<file path="config.mk">
export PLATFORM = sky130hd
export DESIGN_NAME = apb_to_axi_master
export DESIGN_NICKNAME = d
export VERILOG_FILES = /design/src/rtl/apb_to_axi_master_pkg.sv /design/src/rtl/apb_to_axi_master.sv
export SDC_FILE = /design/constraint.sdc
export NUM_CORES = 1
export LEC_CHECK = 0
export CAP_MARGIN = 20
export CELL_PAD_IN_SITES_DETAIL_PLACEMENT = 0
export CELL_PAD_IN_SITES_GLOBAL_PLACEMENT = 2
export CORE_ASPECT_RATIO = 1.2
export CORE_UTILIZATION = 17
export DETAILED_ROUTE_END_ITERATION = 8
export PLACE_DENSITY = 0.78
export RECOVER_POWER = 100
export SYNTH_ARGS = -nofsm -noshare
export SYNTH_HDL_FRONTEND = slang
export SYNTH_SLANG_ARGS = --single-unit
</file>
<file path="constraint.sdc">
create_clock -name clk_i -period 1.6 [get_ports clk_i]
set_input_delay 0.24 -clock clk_i [delete_from_list [all_inputs] [get_ports clk_i]]
set_output_delay 0.24 -clock clk_i [all_outputs]
set_load 0.03 [all_outputs]
</file>
<file path="src/rtl/apb_to_axi_master_pkg.sv">
// Shared AXI field widths, encodings and helpers for the APB-to-AXI master bridge.
package apb_to_axi_master_pkg;

    localparam int unsigned AXI_LEN_W    = 8;
    localparam int unsigned AXI_SIZE_W   = 3;
    localparam int unsigned AXI_BURST_W  = 2;
    localparam int unsigned AXI_CACHE_W  = 4;
    localparam int unsigned AXI_PROT_W   = 3;
    localparam int unsigned AXI_QOS_W    = 4;
    localparam int unsigned AXI_REGION_W = 4;
    localparam int unsigned AXI_ATOP_W   = 6;
    localparam int unsigned AXI_RESP_W   = 2;

    typedef logic [AXI_LEN_W-1:0]    axi_len_t;
    typedef logic [AXI_SIZE_W-1:0]   axi_size_t;
    typedef logic [AXI_BURST_W-1:0]  axi_burst_t;
    typedef logic [AXI_CACHE_W-1:0]  axi_cache_t;
    typedef logic [AXI_PROT_W-1:0]   axi_prot_t;
    typedef logic [AXI_QOS_W-1:0]    axi_qos_t;
    typedef logic [AXI_REGION_W-1:0] axi_region_t;
    typedef logic [AXI_ATOP_W-1:0]   axi_atop_t;
    typedef logic [AXI_RESP_W-1:0]   axi_resp_t;

    localparam axi_size_t  AXI_SIZE_4B    = 3'b010;
    localparam axi_burst_t AXI_BURST_INCR = 2'b01;

    localparam axi_resp_t RESP_OKAY   = 2'b00;
    localparam axi_resp_t RESP_EXOKAY = 2'b01;
    localparam axi_resp_t RESP_SLVERR = 2'b10;
    localparam axi_resp_t RESP_DECERR = 2'b11;

    // Collapse the four AXI response codes onto a single APB error bit.
    function automatic logic resp_is_err(input axi_resp_t resp);
        logic err;
        unique case (resp)
            RESP_OKAY, RESP_EXOKAY:   err = 1'b0;
            RESP_SLVERR, RESP_DECERR: err = 1'b1;
            default:                  err = 1'b1;
        endcase
        return err;
    endfunction

endpackage

</file>
<file path="src/rtl/apb_to_axi_master.sv">
// Completes each APB transfer as one single-beat AXI4 transaction; one transfer
// outstanding, pready held low until the AXI response has been captured.
module apb_to_axi_master
    import apb_to_axi_master_pkg::*;
#(
    parameter int unsigned       APB_AW = 32,
    parameter int unsigned       APB_DW = 32,
    parameter int unsigned       AXI_AW = 64,
    parameter int unsigned       AXI_DW = 64,
    parameter int unsigned       AXI_IW = 1,
    parameter int unsigned       AXI_UW = 1,
    parameter logic [AXI_IW-1:0] AXI_ID = '0
) (
    input  logic                  clk_i,
    input  logic                  rst_ni,
    // APB completer
    input  logic [APB_AW-1:0]     paddr,
    input  logic [APB_DW-1:0]     pwdata,
    input  logic                  pwrite,
    input  logic                  psel,
    input  logic                  penable,
    output logic [APB_DW-1:0]     prdata,
    output logic                  pready,
    output logic                  pslverr,
    // AXI write address
    output logic [AXI_IW-1:0]     aw_id,
    output logic [AXI_AW-1:0]     aw_addr,
    output axi_len_t              aw_len,
    output axi_size_t             aw_size,
    output axi_burst_t            aw_burst,
    output logic                  aw_lock,
    output axi_cache_t            aw_cache,
    output axi_prot_t             aw_prot,
    output axi_qos_t              aw_qos,
    output axi_region_t           aw_region,
    output axi_atop_t             aw_atop,
    output logic [AXI_UW-1:0]     aw_user,
    output logic                  aw_valid,
    input  logic                  aw_ready,
    // AXI write data
    output logic [AXI_DW-1:0]     w_data,
    output logic [AXI_DW/8-1:0]   w_strb,
    output logic                  w_last,
    output logic [AXI_UW-1:0]     w_user,
    output logic                  w_valid,
    input  logic                  w_ready,
    // AXI write response
    input  axi_resp_t             b_resp,
    input  logic                  b_valid,
    output logic                  b_ready,
    // AXI read address
    output logic [AXI_IW-1:0]     ar_id,
    output logic [AXI_AW-1:0]     ar_addr,
    output axi_len_t              ar_len,
    output axi_size_t             ar_size,
    output axi_burst_t            ar_burst,
    output logic                  ar_lock,
    output axi_cache_t            ar_cache,
    output axi_prot_t             ar_prot,
    output axi_qos_t              ar_qos,
    output axi_region_t           ar_region,
    output logic [AXI_UW-1:0]     ar_user,
    output logic                  ar_valid,
    input  logic                  ar_ready,
    // AXI read data
    input  logic [AXI_DW-1:0]     r_data,
    input  axi_resp_t             r_resp,
    input  logic                  r_valid,
    output logic                  r_ready
);

    localparam int unsigned STRB_W = AXI_DW / 8;

    typedef enum logic [2:0] {
        IDLE   = 3'd0,
        ADDR_W = 3'd1,
        RESP_B = 3'd2,
        ADDR_R = 3'd3,
        RESP_R = 3'd4,
        DONE   = 3'd5
    } state_e;

    state_e state_q, state_d;

    logic [APB_AW-1:0] addr_q,  addr_d;
    logic [AXI_DW-1:0] wdata_q, wdata_d;
    logic [STRB_W-1:0] wstrb_q, wstrb_d;
    logic [APB_DW-1:0] prdata_q, prdata_d;
    logic              pready_q, pready_d;
    logic              pslverr_q, pslverr_d;
    logic              aw_valid_q, aw_valid_d;
    logic              w_valid_q, w_valid_d;
    logic              aw_done_q, aw_done_d;
    logic              w_done_q, w_done_d;
    logic              ar_valid_q, ar_valid_d;
    logic              b_ready_q, b_ready_d;
    logic              r_ready_q, r_ready_d;

    logic apb_access, misaligned;
    logic aw_hs, w_hs, b_hs, ar_hs, r_hs;
    logic aw_fin, w_fin;

    assign apb_access = psel && penable;
    assign misaligned = (paddr[1:0] != 2'b00);

    assign aw_hs = aw_valid_q && aw_ready;
    assign w_hs  = w_valid_q  && w_ready;
    assign b_hs  = b_ready_q  && b_valid;
    assign ar_hs = ar_valid_q && ar_ready;
    assign r_hs  = r_ready_q  && r_valid;

    // A channel is finished once its handshake happened now or in an earlier cycle.
    assign aw_fin = aw_done_q || aw_hs;
    assign w_fin  = w_done_q  || w_hs;

    // State register.
    always_ff @(posedge clk_i or negedge rst_ni) begin
        if (!rst_ni) begin
            state_q <= IDLE;
        end else begin
            state_q <= state_d;
        end
    end

    // Next-state logic; APB signals are only looked at in IDLE.
    always_comb begin
        state_d = state_q;
        unique case (state_q)
            IDLE: begin
                if (apb_access) begin
                    if (misaligned) begin
                        state_d = DONE;
                    end else if (pwrite) begin
                        state_d = ADDR_W;
                    end else begin
                        state_d = ADDR_R;
                    end
                end
            end
            ADDR_W: if (aw_fin && w_fin) state_d = RESP_B;
            RESP_B: if (b_hs)            state_d = DONE;
            ADDR_R: if (ar_hs)           state_d = RESP_R;
            RESP_R: if (r_hs)            state_d = DONE;
            DONE:                        state_d = IDLE;
            default:                     state_d = IDLE;
        endcase
    end

    // Next values of every output register, derived from the upcoming state.
    always_comb begin
        addr_d     = addr_q;
        wdata_d    = wdata_q;
        wstrb_d    = wstrb_q;
        prdata_d   = prdata_q;
        pslverr_d  = pslverr_q;

        pready_d   = (state_d == DONE);
        ar_valid_d = (state_d == ADDR_R);
        b_ready_d  = (state_d == RESP_B);
        r_ready_d  = (state_d == RESP_R);
        aw_done_d  = (state_d == ADDR_W) && aw_fin;
        w_done_d   = (state_d == ADDR_W) && w_fin;
        aw_valid_d = (state_d == ADDR_W) && !aw_fin;
        w_valid_d  = (state_d == ADDR_W) && !w_fin;

        if ((state_q == IDLE) && apb_access) begin
            addr_d  = paddr;
            wdata_d = AXI_DW'({pwdata, pwdata});
            wstrb_d = paddr[2] ? STRB_W'(8'hF0) : STRB_W'(8'h0F);
            if (misaligned) begin
                pslverr_d = 1'b1;
            end
        end

        if (b_hs) begin
            pslverr_d = resp_is_err(b_resp);
        end

        if (r_hs) begin
            prdata_d  = addr_q[2] ? r_data[AXI_DW-1 -: APB_DW] : r_data[APB_DW-1:0];
            pslverr_d = resp_is_err(r_resp);
        end
    end

    // Datapath and handshake registers.
    always_ff @(posedge clk_i or negedge rst_ni) begin
        if (!rst_ni) begin
            addr_q     <= '0;
            wdata_q    <= '0;
            wstrb_q    <= '0;
            prdata_q   <= '0;
            pready_q   <= 1'b0;
            pslverr_q  <= 1'b0;
            aw_valid_q <= 1'b0;
            w_valid_q  <= 1'b0;
            aw_done_q  <= 1'b0;
            w_done_q   <= 1'b0;
            ar_valid_q <= 1'b0;
            b_ready_q  <= 1'b0;
            r_ready_q  <= 1'b0;
        end else begin
            addr_q     <= addr_d;
            wdata_q    <= wdata_d;
            wstrb_q    <= wstrb_d;
            prdata_q   <= prdata_d;
            pready_q   <= pready_d;
            pslverr_q  <= pslverr_d;
            aw_valid_q <= aw_valid_d;
            w_valid_q  <= w_valid_d;
            aw_done_q  <= aw_done_d;
            w_done_q   <= w_done_d;
            ar_valid_q <= ar_valid_d;
            b_ready_q  <= b_ready_d;
            r_ready_q  <= r_ready_d;
        end
    end

    assign prdata  = prdata_q;
    assign pready  = pready_q;
    assign pslverr = pslverr_q;

    assign aw_id     = AXI_ID;
    assign aw_addr   = AXI_AW'(addr_q);
    assign aw_len    = '0;
    assign aw_size   = AXI_SIZE_4B;
    assign aw_burst  = AXI_BURST_INCR;
    assign aw_lock   = 1'b0;
    assign aw_cache  = '0;
    assign aw_prot   = '0;
    assign aw_qos    = '0;
    assign aw_region = '0;
    assign aw_atop   = '0;
    assign aw_user   = '0;
    assign aw_valid  = aw_valid_q;

    assign w_data  = wdata_q;
    assign w_strb  = wstrb_q;
    assign w_last  = 1'b1;
    assign w_user  = '0;
    assign w_valid = w_valid_q;

    assign b_ready = b_ready_q;

    assign ar_id     = AXI_ID;
    assign ar_addr   = AXI_AW'(addr_q);
    assign ar_len    = '0;
    assign ar_size   = AXI_SIZE_4B;
    assign ar_burst  = AXI_BURST_INCR;
    assign ar_lock   = 1'b0;
    assign ar_cache  = '0;
    assign ar_prot   = '0;
    assign ar_qos    = '0;
    assign ar_region = '0;
    assign ar_user   = '0;
    assign ar_valid  = ar_valid_q;

    assign r_ready = r_ready_q;

endmodule
</file>
==> metrics <==
initial antenna violation count 1; largest net degree at the start of global routing 76; drt total wl 18100 um; Chip Height 209 um; multiplexer area fraction after synthesis 17.4%; Final Cycle Share 107%; Vias 4355; failing checks negative setup slack; status finished with violations; routed wire length per instance 14.1 um; Worst Max-Slew Pin Slew 1040 ps; met1 Usage GRT 9.77%; worst reg2reg path depth 5; unrepaired setup endpoints after global routing yes; GPL Wtd Cong 0.738; simple-gate share of the synthesized area 5.30%; non-filler cells in the finished layout 1281; compound-gate portion of the synthesized area 4.30%; Final ANT Viol Nets 0; Max Buffers Root-to-Sink 2; final net count 956; CTS buffer count 9; Fin. Hold Viols 0; Cells after Synth 548; dominant synthesized flop cell dfrtp_1; Slew Limit Fails 0; Hold Path Class input pin to flip-flop; ant diodes 0; Crit Path Category flip-flop to flip-flop; hold path cells 3; overall routing resource usage 9.61%; io pins 451; top cells by area, synth dfrtp_1 (45%), buf_4 (26%), mux2_2 (6.5%); PD cells 2140 nW/um^2; endpoints failing setup 68; CTS clk-pin slew, worst paths 90 ps; Cell variety after synth 33; total gr overflow 0; total power 19.6 mW; number of DRC markers in iteration 0 100; PortBufs 314; Yosys top cell by area dfrtp_1; crit-path max FO 8; drt via density 3.40; Final Cell Area 9150 um^2; Syn Area/Cell 11.0 um^2; top cell type's share of synthesized area 45.1%; TritonRoute pass-1 iters 4; core area 35000 um^2; Tmin final 1710 ps; fraction of registers with async set or reset after synthesis 100%; area of the die 36300 um^2; Die Wd 174 um; GR Layer Usage met3 4.09%; reg2reg setup slack -110 ps; global route hottest layer met2; clock skew 12.5 ps; CTS root buf clkbuf_16; Slew headroom 30.8%; hold endpoint pslverr; VDD IR max 0.587 mV; Critical Path AT 1960 ps; Crit. End Element flip-flop; largest family of logic cells by synthesized area buffers and inverters; effective utilization at floorplan 17.3%; CTS tree done; area share of xor/xnor cells in the synthesized design 0%; final worst slack -110 ps; worst reg2reg endpoint addr_q[8]; met2 usage 17.8%; clock sink count 109; max_cap viols 0; Layout Utilization 26.1%; Area growth syn-to-layout 51.3%; Adder-Cell Fraction of Synth Area 0%; CP Launch Type flip-flop; fmax 0.585 GHz; Core Rows 75; Clk Latency, worst-skew pair 360 ps; hold_sp r_resp[1]; vias in the first global route 4204; EDFF count, synth 0; # H-tree levels 3; Yosys warnings 0; Leakage 4.31 nW; first-pass GRT wire length 25700 um; sequential share of the synthesized area 45.1%; reg-to-reg critical path startpoint state_q[0]; DRC Markers 0; share of layout cells above drive strength 1 16.0%; post-synthesis register bit count 109; synthesized area 6050 um^2; dpl cells 1257; hpwl dp 13600 um; DP Area 8830 um^2; top-count cell post-synth buf_4; CP Data Required Time 1850 ps; commonest cells in the synthesized netlist buf_4 (208), dfrtp_1 (109), nor2_1 (36)
metal layers:
metal | up-vias | share of wire (%)
met5 | - | 0.066
met2 | 294 | 53
met3 | 8 | 11
li1 | 2012 | -
met1 | 2039 | 36
met4 | 2 | 0.81
cells by family after synthesis:
group                  Yosys count
AO/OA/AOI/OAI                   46
buffers and inverters          230
flip-flops                     109
multiplexers                    97
other                            2
AND/OR/NAND/NOR                 64
cells in the final DEF, fill, tap and decap left out, types with 8 or more instances in the layout:
| cell | synthesis | final |
|---|---|---|
| mux2_4 | 0 | 29 |
| conb_1 | 2 | 134 |
| nand2_1 | 8 | 8 |
| clkbuf_16 | 0 | 10 |
| clkdlybuf4s50_1 | 0 | 138 |
| dlygate4sd2_1 | 0 | 162 |
| buf_4 | 208 | 23 |
| mux2i_1 | 33 | 33 |
| a21oi_1 | 34 | 34 |
| nor2_1 | 36 | 36 |
| dfrtp_1 | 109 | 107 |
| mux2_2 | 35 | 31 |
how the worst max path moves through the flow:
| stage | from | endpoint | slack (ps) | depth (start not counted) |
|---|---|---|---|---|
| 3_5_place_dp | penable | w_data[39] | -400 | 5 |
| 5_1_grt | state_q[0] | w_data[56] | -170 | 5 |
| 4_1_cts | state_q[1] | addr_q[9] | -110 | 5 |
| 2_1_floorplan | state_q[1] | addr_q[0] | -130 | 6 |
| 3_3_place_gp | penable | addr_q[30] | -410 | 5 |
| 6_report | state_q[0] | addr_q[8] | -110 | 5 |
flip-flops by register name, indices dropped and copies added (netlist names):
| register | cells |
|---|---|
| addr_q | 32 |
| ar_valid | 1 |
| aw_done_q | 1 |
| aw_valid | 1 |
| b_ready | 1 |
| prdata | 32 |
| pready | 1 |
| pslverr | 1 |
| r_ready | 1 |
| state_q | 3 |
| w_data | 32 |
| w_done_q | 1 |
| w_strb | 1 |
| w_valid | 1 |
metrics by stage:
step                setup TNS [ps]  hold slack (ps)  setup WS [ps]
global placement            -29090              310           -409
detailed placement          -28010              318           -396
global route                -11910              468           -175
floorplan                    -4490            -55.6           -132
finish                       -5440              436           -110
CTS                          -5000              419           -109
repair_timing:
action / CTS / global route
pin swaps: 3 / 6
gates cloned: 2 / 1
setup endpoints to repair: 229 / 79
resized for setup: 180 / 21
hold buffers: 1 / 0
hold endpoints to repair: 109 / 0
setup buffers: 4 / 1
where the power goes:
| group | internal, mW | switching, mW |
|---|---|---|
| logic | 4.41 | 7.67 |
| clock network | 1.26 | 1.22 |
| registers | 4.13 | 0.927 |
| total | 9.80 | 9.82 |
final cells by class:
class                   instances  area (um^2)
multi-input cells             341         2260
flip-flops and latches        109         2730
inverters                       4         15.0
repair buffers                349         3250
clock buffers                   9          225
well taps                     462          578
clock inverters                 7         88.8
fillers                      3758        25900
worst max-delay path: stages, from the launching register on:
cell,delay (ps)
dfrtp_2,440
nor4bb_4,310
and2b_4,240
buf_6,140
clkbuf_16,170
mux2_4,300
Power figures use the tool's default switching activity.
